File: config.mk
export PLATFORM = sky130hd
export DESIGN_NAME = tmboc_corr_acc_flat
export DESIGN_NICKNAME = d
export VERILOG_FILES = /design/src/rtl/tmboc_corr_acc_pkg.sv /design/src/rtl/tmboc_corr_acc_if.sv /design/src/rtl/tmboc_corr_acc_wipeoff.sv /design/src/rtl/tmboc_corr_acc.sv /design/src/flat_wrapper.sv
export SDC_FILE = /design/constraint.sdc
export NUM_CORES = 1
export LEC_CHECK = 0
export ABC_AREA = 1
export ABC_CLOCK_PERIOD_IN_PS = 10400
export CAP_MARGIN = 20
export CORE_AREA = 2 2 166 168
export CTS_CLUSTER_DIAMETER = 120
export DETAILED_ROUTE_END_ITERATION = 8
export DIE_AREA = 0 0 168 170
export GPL_ROUTABILITY_DRIVEN = 0
export PLACE_DENSITY = 0.56
export SETUP_SLACK_MARGIN = 0.2
export SKIP_LAST_GASP = 1
export SYNTH_ARGS = -nofsm -noshare
export SYNTH_HDL_FRONTEND = slang
export SYNTH_SLANG_ARGS = --single-unit
File: constraint.sdc
create_clock -name rx_clk -period 10.4 [get_ports rx_clk]
set_input_delay 2.08 -clock rx_clk [delete_from_list [all_inputs] [get_ports rx_clk]]
set_output_delay 2.08 -clock rx_clk [all_outputs]
set_load 0.005 [all_outputs]
File: src/rtl/tmboc_corr_acc_pkg.sv
// tmboc_corr_acc shared types: default widths, FSM encoding and code wipe-off helper.
// Optional power output is built when TMBOC_CORR_PWR_EN is defined.
package tmboc_corr_pkg;

  localparam int SAMP_WIDTH    = 4;
  localparam int PRN_PHS_WIDTH = 15;
  localparam int ACC_WIDTH     = 20;

  typedef enum logic {
    IDLE  = 1'b0,
    ACCUM = 1'b1
  } state_t;

  // Sign-extend the low w bits of v to 64 bits, then negate when neg=1.
  function automatic logic [63:0] sext_neg(
    input logic [63:0] v,
    input int unsigned w,
    input logic        neg
  );
    logic [63:0] m;
    logic [63:0] r;
    logic        sb;
    m  = ~64'd0 << w;
    sb = |(v & (64'd1 << (w - 1)));
    r  = sb ? (v | m) : (v & ~m);
    return neg ? (~r + 64'd1) : r;
  endfunction

endpackage

File: src/rtl/tmboc_corr_acc_if.sv
// Sample stream from the code generator and I/Q dump handshake to the search logic.
// tx_corr_pwr exists only when TMBOC_CORR_PWR_EN is defined.
interface tmboc_samp_if #(
  parameter int SW = tmboc_corr_pkg::SAMP_WIDTH,
  parameter int PW = tmboc_corr_pkg::PRN_PHS_WIDTH
);
  logic [SW-1:0] rx_samp_i;
  logic [SW-1:0] rx_samp_q;
  logic          rx_samp_vld;
  logic          rx_loc_code;
  logic          rx_prn_sop;
  logic          rx_prn_eop;
  logic [PW-2:0] rx_prn_phs;

  modport master (
    output rx_samp_i, rx_samp_q, rx_samp_vld,
    output rx_loc_code, rx_prn_sop, rx_prn_eop, rx_prn_phs
  );
  modport slave (
    input rx_samp_i, rx_samp_q, rx_samp_vld,
    input rx_loc_code, rx_prn_sop, rx_prn_eop, rx_prn_phs
  );
endinterface

interface tmboc_dump_if #(
  parameter int AW = tmboc_corr_pkg::ACC_WIDTH,
  parameter int PW = tmboc_corr_pkg::PRN_PHS_WIDTH
);
  logic [AW-1:0]   tx_corr_i;
  logic [AW-1:0]   tx_corr_q;
  logic [PW-1:0]   tx_corr_cnt;
  logic [PW-2:0]   tx_corr_phs;
  logic            tx_corr_vld;
  logic            rx_corr_rdy;
  logic            tx_ovf;
  logic            tx_frm_err;
`ifdef TMBOC_CORR_PWR_EN
  logic [2*AW-1:0] tx_corr_pwr;
`endif

  modport master (
    output tx_corr_i, tx_corr_q, tx_corr_cnt, tx_corr_phs,
`ifdef TMBOC_CORR_PWR_EN
    output tx_corr_pwr,
`endif
    output tx_corr_vld, tx_ovf, tx_frm_err,
    input  rx_corr_rdy
  );
  modport slave (
    input  tx_corr_i, tx_corr_q, tx_corr_cnt, tx_corr_phs,
`ifdef TMBOC_CORR_PWR_EN
    input  tx_corr_pwr,
`endif
    input  tx_corr_vld, tx_ovf, tx_frm_err,
    output rx_corr_rdy
  );
endinterface

File: src/rtl/tmboc_corr_acc_wipeoff.sv
// Code wipe-off: code 0 passes the sample, code 1 negates it,
// result sign-extended to the accumulator width.
module tmboc_code_wipeoff
  import tmboc_corr_pkg::*;
#(
  parameter int SW = SAMP_WIDTH,
  parameter int AW = ACC_WIDTH
) (
  input  logic [SW-1:0] samp,
  input  logic          code,
  output logic [AW-1:0] prod
);

  always_comb begin
    prod = AW'(sext_neg(64'(samp), SW, code));
  end

endmodule

File: src/rtl/tmboc_corr_acc.sv
// Coherent I/Q integrator over one PRN period with a one-deep dump register.
// TMBOC_CORR_PWR_EN adds a pipelined I^2+Q^2 output (dump latency 2).
module tmboc_corr_acc #(
  parameter int SAMP_WIDTH    = tmboc_corr_pkg::SAMP_WIDTH,
  parameter int PRN_PHS_WIDTH = tmboc_corr_pkg::PRN_PHS_WIDTH,
  parameter int ACC_WIDTH     = tmboc_corr_pkg::ACC_WIDTH
) (
  input  logic          rx_clk,
  input  logic          rx_rst,
  tmboc_samp_if.slave   rx,
  tmboc_dump_if.master  tx
);
  import tmboc_corr_pkg::*;

  localparam int AW = ACC_WIDTH;
  localparam int PW = PRN_PHS_WIDTH;

  state_t        state_q, state_d;
  logic [AW-1:0] acc_i_q, acc_i_d;
  logic [AW-1:0] acc_q_q, acc_q_d;
  logic [PW-1:0] cnt_q, cnt_d;
  logic          frm_err_q, frm_err_d;

  logic [AW-1:0] prod_i, prod_q;
  logic [AW-1:0] sum_i, sum_q;
  logic [PW-1:0] cnt_sum;
  logic          dump_go;
  logic          take;

  tmboc_code_wipeoff #(.SW(SAMP_WIDTH), .AW(AW)) u_wipe_i (
    .samp (rx.rx_samp_i),
    .code (rx.rx_loc_code),
    .prod (prod_i)
  );

  tmboc_code_wipeoff #(.SW(SAMP_WIDTH), .AW(AW)) u_wipe_q (
    .samp (rx.rx_samp_q),
    .code (rx.rx_loc_code),
    .prod (prod_q)
  );

  // sop always restarts the sum, so a sop+eop sample dumps just itself
  always_comb begin
    state_d   = state_q;
    acc_i_d   = acc_i_q;
    acc_q_d   = acc_q_q;
    cnt_d     = cnt_q;
    frm_err_d = frm_err_q;
    dump_go   = 1'b0;
    sum_i   = (rx.rx_prn_sop ? '0 : acc_i_q) + prod_i;
    sum_q   = (rx.rx_prn_sop ? '0 : acc_q_q) + prod_q;
    cnt_sum = (rx.rx_prn_sop ? '0 : cnt_q) + PW'(1);
    take    = rx.rx_samp_vld &
              ((state_q == ACCUM) | rx.rx_prn_sop);
    if (take) begin
      if (state_q == ACCUM && rx.rx_prn_sop) begin
        frm_err_d = 1'b1;
      end
      if (rx.rx_prn_eop) begin
        dump_go = 1'b1;
        state_d = IDLE;
        acc_i_d = '0;
        acc_q_d = '0;
        cnt_d   = '0;
      end else begin
        state_d = ACCUM;
        acc_i_d = sum_i;
        acc_q_d = sum_q;
        cnt_d   = cnt_sum;
      end
    end
  end

  logic          nd_go;
  logic [AW-1:0] nd_i, nd_q;
  logic [PW-1:0] nd_cnt;
  logic [PW-2:0] nd_phs;

`ifdef TMBOC_CORR_PWR_EN
  logic            pv_q;
  logic [AW-1:0]   pi_q, pq_q;
  logic [PW-1:0]   pc_q;
  logic [PW-2:0]   pp_q;
  logic [2*AW-1:0] ei, eq, nd_pwr;
  logic [2*AW-1:0] pwr_q, pwr_d;

  always_ff @(posedge rx_clk or posedge rx_rst) begin
    if (rx_rst) begin
      pv_q <= 1'b0;
      pi_q <= '0;
      pq_q <= '0;
      pc_q <= '0;
      pp_q <= '0;
    end else begin
      pv_q <= dump_go;
      pi_q <= sum_i;
      pq_q <= sum_q;
      pc_q <= cnt_sum;
      pp_q <= rx.rx_prn_phs;
    end
  end

  always_comb begin
    nd_go  = pv_q;
    nd_i   = pi_q;
    nd_q   = pq_q;
    nd_cnt = pc_q;
    nd_phs = pp_q;
    ei     = {{AW{pi_q[AW-1]}}, pi_q};
    eq     = {{AW{pq_q[AW-1]}}, pq_q};
    nd_pwr = ei * ei + eq * eq;
  end
`else
  always_comb begin
    nd_go  = dump_go;
    nd_i   = sum_i;
    nd_q   = sum_q;
    nd_cnt = cnt_sum;
    nd_phs = rx.rx_prn_phs;
  end
`endif

  logic          vld_q, vld_d;
  logic          ovf_q, ovf_d;
  logic          load;
  logic [AW-1:0] out_i_q, out_i_d;
  logic [AW-1:0] out_q_q, out_q_d;
  logic [PW-1:0] out_c_q, out_c_d;
  logic [PW-2:0] out_p_q, out_p_d;

  // a held dump that is not taken this cycle blocks the new one
  always_comb begin
    load    = nd_go & (~vld_q | tx.rx_corr_rdy);
    vld_d   = load | (vld_q & ~tx.rx_corr_rdy);
    ovf_d   = ovf_q | (nd_go & vld_q & ~tx.rx_corr_rdy);
    out_i_d = load ? nd_i   : out_i_q;
    out_q_d = load ? nd_q   : out_q_q;
    out_c_d = load ? nd_cnt : out_c_q;
    out_p_d = load ? nd_phs : out_p_q;
`ifdef TMBOC_CORR_PWR_EN
    pwr_d   = load ? nd_pwr : pwr_q;
`endif
  end

  always_ff @(posedge rx_clk or posedge rx_rst) begin
    if (rx_rst) begin
      state_q   <= IDLE;
      acc_i_q   <= '0;
      acc_q_q   <= '0;
      cnt_q     <= '0;
      frm_err_q <= 1'b0;
      vld_q     <= 1'b0;
      ovf_q     <= 1'b0;
      out_i_q   <= '0;
      out_q_q   <= '0;
      out_c_q   <= '0;
      out_p_q   <= '0;
`ifdef TMBOC_CORR_PWR_EN
      pwr_q     <= '0;
`endif
    end else begin
      state_q   <= state_d;
      acc_i_q   <= acc_i_d;
      acc_q_q   <= acc_q_d;
      cnt_q     <= cnt_d;
      frm_err_q <= frm_err_d;
      vld_q     <= vld_d;
      ovf_q     <= ovf_d;
      out_i_q   <= out_i_d;
      out_q_q   <= out_q_d;
      out_c_q   <= out_c_d;
      out_p_q   <= out_p_d;
`ifdef TMBOC_CORR_PWR_EN
      pwr_q     <= pwr_d;
`endif
    end
  end

  assign tx.tx_corr_i   = out_i_q;
  assign tx.tx_corr_q   = out_q_q;
  assign tx.tx_corr_cnt = out_c_q;
  assign tx.tx_corr_phs = out_p_q;
  assign tx.tx_corr_vld = vld_q;
  assign tx.tx_ovf      = ovf_q;
  assign tx.tx_frm_err  = frm_err_q;
`ifdef TMBOC_CORR_PWR_EN
  assign tx.tx_corr_pwr = pwr_q;
`endif

endmodule

File: src/flat_wrapper.sv
// flat-port wrapper written by rule: the top's interface ports become plain ports
module tmboc_corr_acc_flat import tmboc_corr_pkg::*;
#(
  parameter int SAMP_WIDTH    = tmboc_corr_pkg::SAMP_WIDTH,
  parameter int PRN_PHS_WIDTH = tmboc_corr_pkg::PRN_PHS_WIDTH,
  parameter int ACC_WIDTH     = tmboc_corr_pkg::ACC_WIDTH
)
  (rx_clk, rx_rst, rx_rx_samp_i, rx_rx_samp_q, rx_rx_samp_vld, rx_rx_loc_code, rx_rx_prn_sop, rx_rx_prn_eop, rx_rx_prn_phs, tx_tx_corr_i, tx_tx_corr_q, tx_tx_corr_cnt, tx_tx_corr_phs, tx_tx_corr_vld, tx_tx_ovf, tx_tx_frm_err, tx_rx_corr_rdy);
  tmboc_samp_if rx_i ();
  tmboc_dump_if tx_i ();
  input  logic rx_clk;
  input  logic rx_rst;
  input wire logic [$bits(rx_i.rx_samp_i)-1:0] rx_rx_samp_i;
  input wire logic [$bits(rx_i.rx_samp_q)-1:0] rx_rx_samp_q;
  input wire logic [$bits(rx_i.rx_samp_vld)-1:0] rx_rx_samp_vld;
  input wire logic [$bits(rx_i.rx_loc_code)-1:0] rx_rx_loc_code;
  input wire logic [$bits(rx_i.rx_prn_sop)-1:0] rx_rx_prn_sop;
  input wire logic [$bits(rx_i.rx_prn_eop)-1:0] rx_rx_prn_eop;
  input wire logic [$bits(rx_i.rx_prn_phs)-1:0] rx_rx_prn_phs;
  output wire logic [$bits(tx_i.tx_corr_i)-1:0] tx_tx_corr_i;
  output wire logic [$bits(tx_i.tx_corr_q)-1:0] tx_tx_corr_q;
  output wire logic [$bits(tx_i.tx_corr_cnt)-1:0] tx_tx_corr_cnt;
  output wire logic [$bits(tx_i.tx_corr_phs)-1:0] tx_tx_corr_phs;
  output wire logic [$bits(tx_i.tx_corr_vld)-1:0] tx_tx_corr_vld;
  output wire logic [$bits(tx_i.tx_ovf)-1:0] tx_tx_ovf;
  output wire logic [$bits(tx_i.tx_frm_err)-1:0] tx_tx_frm_err;
  input wire logic [$bits(tx_i.rx_corr_rdy)-1:0] tx_rx_corr_rdy;
  assign rx_i.rx_samp_i = rx_rx_samp_i;
  assign rx_i.rx_samp_q = rx_rx_samp_q;
  assign rx_i.rx_samp_vld = rx_rx_samp_vld;
  assign rx_i.rx_loc_code = rx_rx_loc_code;
  assign rx_i.rx_prn_sop = rx_rx_prn_sop;
  assign rx_i.rx_prn_eop = rx_rx_prn_eop;
  assign rx_i.rx_prn_phs = rx_rx_prn_phs;
  assign tx_tx_corr_i = tx_i.tx_corr_i;
  assign tx_tx_corr_q = tx_i.tx_corr_q;
  assign tx_tx_corr_cnt = tx_i.tx_corr_cnt;
  assign tx_tx_corr_phs = tx_i.tx_corr_phs;
  assign tx_tx_corr_vld = tx_i.tx_corr_vld;
  assign tx_tx_ovf = tx_i.tx_ovf;
  assign tx_tx_frm_err = tx_i.tx_frm_err;
  assign tx_i.rx_corr_rdy = tx_rx_corr_rdy;
  tmboc_corr_acc #(.SAMP_WIDTH(SAMP_WIDTH), .PRN_PHS_WIDTH(PRN_PHS_WIDTH), .ACC_WIDTH(ACC_WIDTH)) u_core (.rx_clk(rx_clk), .rx_rst(rx_rst), .rx(rx_i), .tx(tx_i));
endmodule
==> results of run 1 <==
==> path summary, 6_finish.rpt <==
check / startpoint / to / slack, ps
setup / recovery: rx_rx_samp_i[0] / u_core.tx.tx_corr_i[18] / 5410
hold / removal: u_core.tx.tx_frm_err / u_core.tx.tx_frm_err / 460
min in group asynchronous: rx_rst / u_core.tx.tx_corr_cnt[7] / 2120
max in group asynchronous: rx_rst / u_core.tx.tx_corr_q[8] / 6930
hold reg to reg: u_core.tx.tx_frm_err / u_core.tx.tx_frm_err / 460
setup reg to reg: u_core.state_q / u_core.cnt_q[5] / 7790
==> cells by family (layout without fill, tap and decap cells) <==
group                    after synthesis  in the layout
adder cells (fa/ha/maj)               54             54
flip-flops                           128            128
AND/OR/NAND/NOR                      645            645
buffers and inverters                182            286
AO/OA/AOI/OAI                        111            111
XOR/XNOR                              23             23
==> layout make-up <==
type                    instances  area (sq um)  share of cell area [%]
well taps                     341           427                    4.24
clock buffers                  18           439                    4.37
multi-input cells             833          4220                    41.9
clock inverters                13           161                    1.61
flip-flops and latches        128          3200                    31.9
inverters                     150           573                    5.70
repair buffers                105          1030                    10.3
==> worst max-delay path, delay by kind of cell <==
family	cells	cell delay [ps]
buffers and inverters	3	600
AOI/OAI and AO/OA	1	630
and+or+nand+nor	10	1080
adders and majority gates	3	900
==> cells in the final DEF, fill, tap and decap left out <==
master	instances
a31o_2	1
xnor2_1	10
o21ai_4	1
clkinv_2	4
fa_1	2
clkbuf_8	1
nor2_2	3
nor3_1	4
bufinv_16	3
dfrtp_1	128
nand2_4	2
clkinvlp_4	1
nor2_1	98
nor3_2	1
and2_1	4
a21oi_1	30
clkinv_4	3
buf_4	5
inv_2	2
clkdlybuf4s50_1	99
nand2_1	409
o22ai_1	21
xor2_1	13
nand4_1	7
or2_1	1
o21ai_0	35
nor3_4	1
o21ai_2	2
o21ai_1	16
nand3_1	92
nor2_4	2
nand3_2	1
inv_1	146
o21bai_1	3
buf_2	1
clkbuf_16	17
a22oi_1	2
inv_6	4
nand3b_1	20
ha_1	52
==> routing by layer <==
layer | routed length (um) | GRT usage, %
met5 | 0 | 0
met1 | 10000 | 20.0
met2 | 11100 | 29.7
met3 | 966 | 3.33
met4 | 352 | 4.65
==> stage by stage <==
stage | hold slack (ps) | cells | util, % | power (uW)
detailed placement | 459 | 1557 | 35.5 | 1220
global placement | 457 | 1557 | 35.5 | 1220
finish | 465 | 1588 | 37.7 | 1830
global route | 486 | 1588 | 37.7 | 1960
floorplan | 449 | 1143 | - | 973
CTS | 472 | 1588 | 37.7 | 1860
==> power by group through the flow <==
stage | Combinational, uW | Sequential (uW) | Clock, uW
3_3_place_gp | 556 | 663 | 0
3_5_place_dp | 561 | 663 | 0
5_1_grt | 627 | 668 | 660
4_1_cts | 565 | 656 | 637
6_report | 555 | 655 | 618
2_1_floorplan | 312 | 661 | 0
==> cell usage after synthesis, types with 3 or more instances <==
| library cell | instances |
|---|---|
| a21oi_1 | 30 |
| and2_1 | 4 |
| buf_1 | 3 |
| buf_2 | 7 |
| buf_4 | 9 |
| clkbuf_1 | 11 |
| dfrtp_1 | 128 |
| ha_1 | 52 |
| inv_1 | 147 |
| nand2_1 | 409 |
| nand3_1 | 92 |
| nand3b_1 | 20 |
| nand4_1 | 7 |
| nor2_1 | 98 |
| nor2_2 | 3 |
| nor3_1 | 4 |
| o21ai_0 | 35 |
| o21ai_1 | 16 |
| o21bai_1 | 3 |
| o22ai_1 | 21 |
| xnor2_1 | 10 |
| xor2_1 | 13 |
==> sequential cells by signal, indices dropped and copies added, names as in the netlist <==
signal,count
u_core.acc_i_q,20
u_core.acc_q_q,20
u_core.cnt_q,15
u_core.state_q,1
u_core.tx.tx_corr_cnt,15
u_core.tx.tx_corr_i,20
u_core.tx.tx_corr_phs,14
u_core.tx.tx_corr_q,20
u_core.tx.tx_corr_vld,1
u_core.tx.tx_frm_err,1
u_core.tx.tx_ovf,1
==> impl_metrics.toml, run 1 <==
[run_status]
status = "complete, no violations"

[timing]
setup_tns_ps = 0
rsz0062_at_grt = "false"
finalSetupViolations = 0
fin_crit_ps = 4990
slew_violations = 0
worst_slew_pin_slew_ps = 939
fin_crit_sh_pct = 48.0
worst_slack_ps = 5410
max_freq_mhz = 200
skew_ps = 13.4
finalHoldViolations = 0
relSlewSlack_pct = 37.4

[drt]
vias = 7465
drc_errors = 0
wire_per_inst_um = 14.1
totalWireLength_um = 22400
final_antenna_net_count = 0
routed_via_density = 4.70
drtPass1Iterations = 5
drt-initial-drc-count = 453

[cells_and_area]
finalNetCount = 1318
syn2layout_area_growth_pct = 23.2
fillers = 2754
drive_above_1_share_pct = 4.41
final_area_sq_mm = 0.0101
antennaDiodeCount = 0

[worst_setup_path]
critPathArrivalTime_ps = 5300
critPathSlowestCell = "o21ai_0"
crit_chain = "clkdlybuf4s50_1 -> inv_1 -> ha_1 -> nand3_1 -> ha_1 -> o21ai_0 -> ha_1 -> nand2_1 -> inv_1 -> nand2_1 -> nand2_1 -> nand2_1 -> nand3_1 -> nand2_1 -> nand3_1 -> nand3_1 -> nand2_1"
crit_fanout = 4
reg2reg_depth = 5
slowest_delay_ps = 630
crit_path_frequent_cell = "nand2_1"
cp.required_ps = 10700
worstSetupEndpointType = "flip-flop"
crit_type = "in2reg"
critPathLaunchType = "input pin"

[floorplan]
initial_core_util_pct = 30.6
dieArea_sq_mm = 0.0286
fp.dieH_um = 170
die_w_um = 168
core_area_sq_mm = 0.0267
fp-row-count = 60
io_pins = 101

[place]
dpl.hpwl_um = 15900
place_ws_ps = 4940
dpl_cell_area_sq_mm = 0.00945
port_buffers = 100

[yosys]
synth_simple_gate_area_share_pct = 33.1
syn_inst = 1143
synth_fa_ha_area_share_pct = 8.46
yosysTopAreaCell = "dfrtp_1"
ys_warn_count = 0
dominantRegCellSynth = "dfrtp_1"
synth-compound-area-share_pct = 7.56
synth_top_family_by_area = "simple AND/OR/NAND/NOR gates"
async_reset_ff_share_pct = 100
synth_edf_count = 0
yosysTopAreaCellShare_pct = 39.2
synth_seq_area_share_pct = 39.2
synth_fp_nets = 1226
synth-seq-cells = 128
yosys-top-cells-area = "dfrtp_1, nand2_1, ha_1"
synth_area_per_cell_sq_um = 7.14
synthMuxAreaShare_pct = 0
synth_xor_area_share_pct = 2.47
syn_area_sq_mm = 0.00816
ys_types = 37

[power_and_ir_drop]
intPower_uw = 1240
seq_power_share_pct = 35.8
pwr-share-comb_pct = 30.4
p_sw_uw = 586
powerDensity_mw_per_mm2 = 182
switching_share_pct = 32.1
p_leak_uw = 0.00512
max-vdd-ir-drop_v = 0.0000767
clockPowerShare_pct = 33.8

[clock_network]
cts_resized = 0
cts.sinks = 128
cts_setup_buffers = 0
hold_buffers = 0
ctsRootBufferMaster = "clkbuf_16"
cts_tree = "done"
cts_buffers = 17
htreeDepth = 4
clk_pin_slew_ps = 60
clock_latency_ps = 430
clockBufferDepth = 2

[global_routing]
gr-total-overflow = 0
grt_pass1_wl_um = 37600
grt_use_total_pct = 16.5
grt_max_degree = 93
antenna_found_initial = 0
grt_pass1_vias = 7624

[worst_hold_path]
hold_depth = 1
hold_path_class = "reg2reg"

[flow_run]
drv_cap = 0
(Power assumes the default switching activity.)
==> inputs of run 2 (changes only) <==
- ABC_CLOCK_PERIOD_IN_PS: 10400 -> 5150
- clock period: 10.4 -> 5.15 ns (I/O delays scaled with it)
==> impl_metrics.toml, run 2 (synthesized netlist as in run 1, its figures left out) <==
[cells_and_area]
drive_above_1_share_pct = 4.94
final_common_cell = "nand2_1"
antennaDiodeCount = 0
layout_common_cells = "nand2_1, inv_1, dfrtp_1"
syn2layout_area_growth_pct = 24.6
finalNetCount = 1324

[worst_setup_path]
critPathSlowestCell = "o21ai_0"
cp.depth = 15
crit_type = "in2reg"
worstSetupEndpointType = "flip-flop"
slowest_delay_ps = 580
crit_buf_inv = 2
reg2reg_depth = 15
crit_chain = "clkdlybuf4s50_1 -> inv_1 -> ha_1 -> nand3_1 -> ha_1 -> o21ai_0 -> ha_1 -> nand2_1 -> nand2_1 -> a21oi_1 -> nand3_1 -> nand2_1 -> nand3_1 -> nand3_1 -> nand2_1"
critPathLaunchType = "input pin"
cp.required_ps = 5450
critPathArrivalTime_ps = 4130
crit_fanout = 4
critPathTopFamily = "adder cells"

[global_routing]
grt_pass1_vias = 7455
antenna_found_initial = 0
grt_pass1_wl_um = 37700
grt_use_total_pct = 16.6
grt_max_degree = 93
gr-total-overflow = 0

[floorplan]
io_pins = 101
initial_core_util_pct = 30.6
fp.dieH_um = 170
fp-row-count = 60
die_w_um = 168
dieArea_sq_mm = 0.0286
core_area_sq_mm = 0.0267

[timing]
hold_ws_ps = 476
rsz0062_at_grt = "false"
setup_tns_ps = 0
finalHoldViolations = 0
fin_crit_ps = 3820
max_freq_mhz = 262
slew_violations = 0
skew_ps = 12.9
worst_slew_pin_slew_ps = 765
finalSetupViolations = 0
fin_crit_sh_pct = 74.3
relSlewSlack_pct = 49.0

[power_and_ir_drop]
p_sw_uw = 1200
seq_power_share_pct = 35.3
max-vdd-ir-drop_v = 0.000202
clockPowerShare_pct = 34.7
p_leak_uw = 0.00517
switching_share_pct = 31.8
pwr-share-comb_pct = 30.0
powerDensity_mw_per_mm2 = 370
intPower_uw = 2570

[place]
dpl.hpwl_um = 16500
port_buffers = 100

[drt]
vias = 7457
wire_per_inst_um = 14.2
drt-initial-drc-count = 460
totalWireLength_um = 22700
drtPass1Iterations = 5
routed_via_density = 4.68
final_antenna_net_count = 0
drc_errors = 0

[flow_run]
drv_cap = 0

[clock_network]
cts_buffers = 17
hold_buffers = 0
cts_tree = "done"
htreeDepth = 4
ctsRootBufferMaster = "clkbuf_16"
cts_setup_buffers = 0
cts_resized = 0
clk_pin_slew_ps = 60
clock_latency_ps = 420
clockBufferDepth = 2
cts.sinks = 128

[worst_hold_path]
hold_path_class = "reg2reg"
hold_depth = 2

[run_status]
status = "complete, no violations"
## run 2: cell types whose count changed in the layout (fill, tap and decap cells not counted)
cell	delta
clkinvlp_4	+1
clkinv_4	+2
buf_4	+3
inv_6	-3
buf_12	+3
bufinv_16	+1
## run 2: worst paths after layout
kind / startpoint / slack (ps) / end
max: rx_rx_samp_i[1] / 1330 / u_core.tx.tx_corr_i[17]
min: u_core.tx.tx_corr_cnt[11] / 480 / u_core.tx.tx_corr_cnt[11]
max reg2reg: u_core.acc_q_q[0] / 2890 / u_core.tx.tx_corr_q[16]
min reg2reg: u_core.tx.tx_corr_cnt[11] / 480 / u_core.tx.tx_corr_cnt[11]
max in group asynchronous: rx_rst / 3130 / u_core.acc_q_q[1]
min in group asynchronous: rx_rst / 1150 / u_core.tx.tx_corr_phs[8]
## run 2: power groups by stage
stage / Sequential [uW] / Combinational [uW] / Clock (uW)
2_1_floorplan: 1340 / 630 / 0
3_3_place_gp: 1340 / 1130 / 0
3_5_place_dp: 1350 / 1140 / 0
4_1_cts: 1330 / 1140 / 1340
5_1_grt: 1350 / 1280 / 1380
6_report: 1330 / 1130 / 1300
## run 2: tightest hold or removal path, delay by kind of cell, from the launching register on
family,cells,cell delay [ps]
flip-flops,1,340
AND/OR/NAND/NOR,2,100
## run 2: final cells by class
class                           instances  area [sq um]
Fill cell                            2780         16500
Sequential cell                       128          3200
Clock inverter                         14           190
Inverter                              150           573
Multi-Input combinational cell        833          4220
Tap cell                              341           427
Timing Repair Buffer                  111          1120
Clock buffer                           18           439
## run 2: metal layers
metal / up-vias / GRT usage [%] / routed length, um / share of wire, %
met5: - / 0 / 0 / 0
met4: 0 / 4.99 / 333 / 1.5
met3: 18 / 2.86 / 810 / 3.6
met2: 160 / 30.1 / 11200 / 49
met1: 3460 / 20.1 / 10400 / 46
li1: 3819 / - / - / -
## run 2: through the flow
stage	area, sq um	setup WS, ps	total power [uW]	instances	util [%]
final	10200	1330	3760	1595	38.1
after global routing	10200	1080	4010	1595	38.1
after CTS	10200	1320	3810	1595	38.1
after detailed placement	9540	878	2480	1563	35.8
after global placement	9540	944	2470	1563	35.8
after floorplan	8160	707	1970	1143	-
==> inputs of run 3 (changes only) <==
- ABC_CLOCK_PERIOD_IN_PS: 5150 -> 3100
- PLACE_DENSITY: 0.56 -> 0.58
- clock period: 5.15 -> 3.1 ns (I/O delays scaled with it)
==> impl_metrics.toml, run 3 (synthesized netlist as in run 1, its figures left out) <==
[cells_and_area]
final_common_cell = "nand2_1"
multi_input_area_sq_mm = 0.00477
fillers = 2663
finalNetCount = 1423
final_area_sq_mm = 0.0114
regArea_sq_mm = 0.00320
syn2layout_area_growth_pct = 39.9
antennaDiodeCount = 0
fin_util_pct = 42.8
layout_common_cells = "nand2_1, inv_1, dfrtp_1"
drive_above_1_share_pct = 19.5

[clock_network]
clock_latency_ps = 430
cts_buffers = 17
clk_pin_slew_ps = 60
htreeDepth = 4
cts.sinks = 128
clockBufferDepth = 2
ctsRootBufferMaster = "clkbuf_16"
cts_tree = "done"

[drt]
final_antenna_net_count = 0
vias = 7949
drc_errors = 0
wire_per_inst_um = 14.1
totalWireLength_um = 23800
drt-initial-drc-count = 391
routed_via_density = 4.70
drtPass1Iterations = 5

[worst_setup_path]
cp.required_ps = 3410
r2r-start = "u_core.acc_i_q[0]"
critPathArrivalTime_ps = 3140
critPathLaunchType = "input pin"
reg2reg_depth = 13
worstSetupEndpointType = "flip-flop"
crit_buf_inv = 3
startpoint = "rx_rx_samp_q[3]"
cp.depth = 15
critPathSlowestCell = "clkdlybuf4s50_1"
crit_chain = "clkdlybuf4s50_1 -> inv_2 -> nand4_1 -> ha_1 -> o21ai_1 -> buf_4 -> ha_1 -> a21oi_2 -> nor2_1 -> nor2_1 -> nand2_1 -> nand2_1 -> nand3b_1 -> nand3_1 -> nand2_1"
ff2ff_setup_slack_ps = 1040
slowest_delay_ps = 480
critPathTopFamily = "buffers and inverters"
crit_fanout = 4
crit_type = "in2reg"
crit_path_frequent_cell = "nand2_1"

[floorplan]
fp-row-count = 60
initial_core_util_pct = 30.6
core_area_sq_mm = 0.0267
die_w_um = 168
dieArea_sq_mm = 0.0286
fp.dieH_um = 170
io_pins = 101

[timing]
worst_slack_ps = 271
fin_crit_ps = 2830
worst_slew_pin_slew_ps = 637
rsz0062_at_grt = "true"
max_freq_mhz = 354
finalSetupViolations = 0
skew_ps = 12.1
hold_ws_ps = 475
fin_crit_sh_pct = 91.2
slew_violations = 0
relSlewSlack_pct = 57.5
finalHoldViolations = 0
setup_tns_ps = 0

[worst_hold_path]
hold_path_class = "reg2reg"
hold_depth = 1
min-delay-start = "u_core.tx.tx_frm_err"

[place]
place_ws_ps = -390
port_buffers = 100
dpl.hpwl_um = 16900
dpl_cell_area_sq_mm = 0.0103

[power_and_ir_drop]
switching_share_pct = 32.8
clockPowerShare_pct = 30.2
seq_power_share_pct = 33.8
powerDensity_mw_per_mm2 = 568
max-vdd-ir-drop_v = 0.000259
p_leak_uw = 0.00568
p_sw_uw = 2130
intPower_uw = 4350
pwr-share-comb_pct = 35.9

[flow_run]
drv_cap = 0

[global_routing]
antenna_found_initial = 0
grt_max_degree = 55
grt_use_total_pct = 17.0
grt_pass1_vias = 7949
gr-total-overflow = 0
grt_pass1_wl_um = 39100

[run_status]
status = "complete, no violations"
run 3: cell count changes in the layout (fill, tap and decap cells not counted), sizes merged:
cell,before,now
clkinvlp,2,4
bufinv,4,1
inv,149,150
dlymetal6s2s,0,3
buf,12,111
clkdlybuf4s50,99,96
clkinv,9,7
clkbuf,18,19
run 3: power groups by stage:
stage                     logic (uW)  registers [uW]  clock network [uW]
after floorplan                 1050            2220                   0
after global placement          2130            2220                   0
after detailed placement        2150            2220                   0
after CTS                       2190            2200                2010
after global routing            2600            2240                2080
final                           2330            2190                1960
run 3: layout make-up:
class	count	area share, %
Multi-Input combinational cell	833	41.8
Tap cell	341	3.74
Clock inverter	12	0.975
Timing Repair Buffer	210	16.5
Inverter	150	5.01
Sequential cell	128	28.0
Clock buffer	19	3.97
run 3: through the flow:
step	instances	power [uW]
floorplan	1143	3270
global placement	1659	4350
detailed placement	1659	4370
CTS	1691	6390
global route	1693	6920
finish	1693	6480
run 3: metal layers:
metal / vias to the layer above / GRT usage, % / share of wire, %
met3: 34 / 2.74 / 4.2
met5: - / 0 / 0
met4: 0 / 4.57 / 2.1
met1: 3716 / 21.4 / 44
met2: 182 / 30.4 / 49
li1: 4017 / - / -
run 3: final timing paths:
| kind | end |
|---|---|
| worst max-delay path | u_core.tx.tx_corr_q[16] |
| worst min-delay path | u_core.tx.tx_frm_err |
| worst max register to register | u_core.tx.tx_corr_i[8] |
| worst min register to register | u_core.tx.tx_frm_err |
| max in group asynchronous | u_core.tx.tx_corr_i[6] |
| min in group asynchronous | u_core.tx.tx_corr_cnt[3] |
run 3: what timing repair did:
action / CTS / global route
setup endpoints to repair: 32 / 61
setup buffers: 1 / 2
gates resized for setup: 12 / 106
pin swaps: 2 / 27
hold buffers: 0 / 0
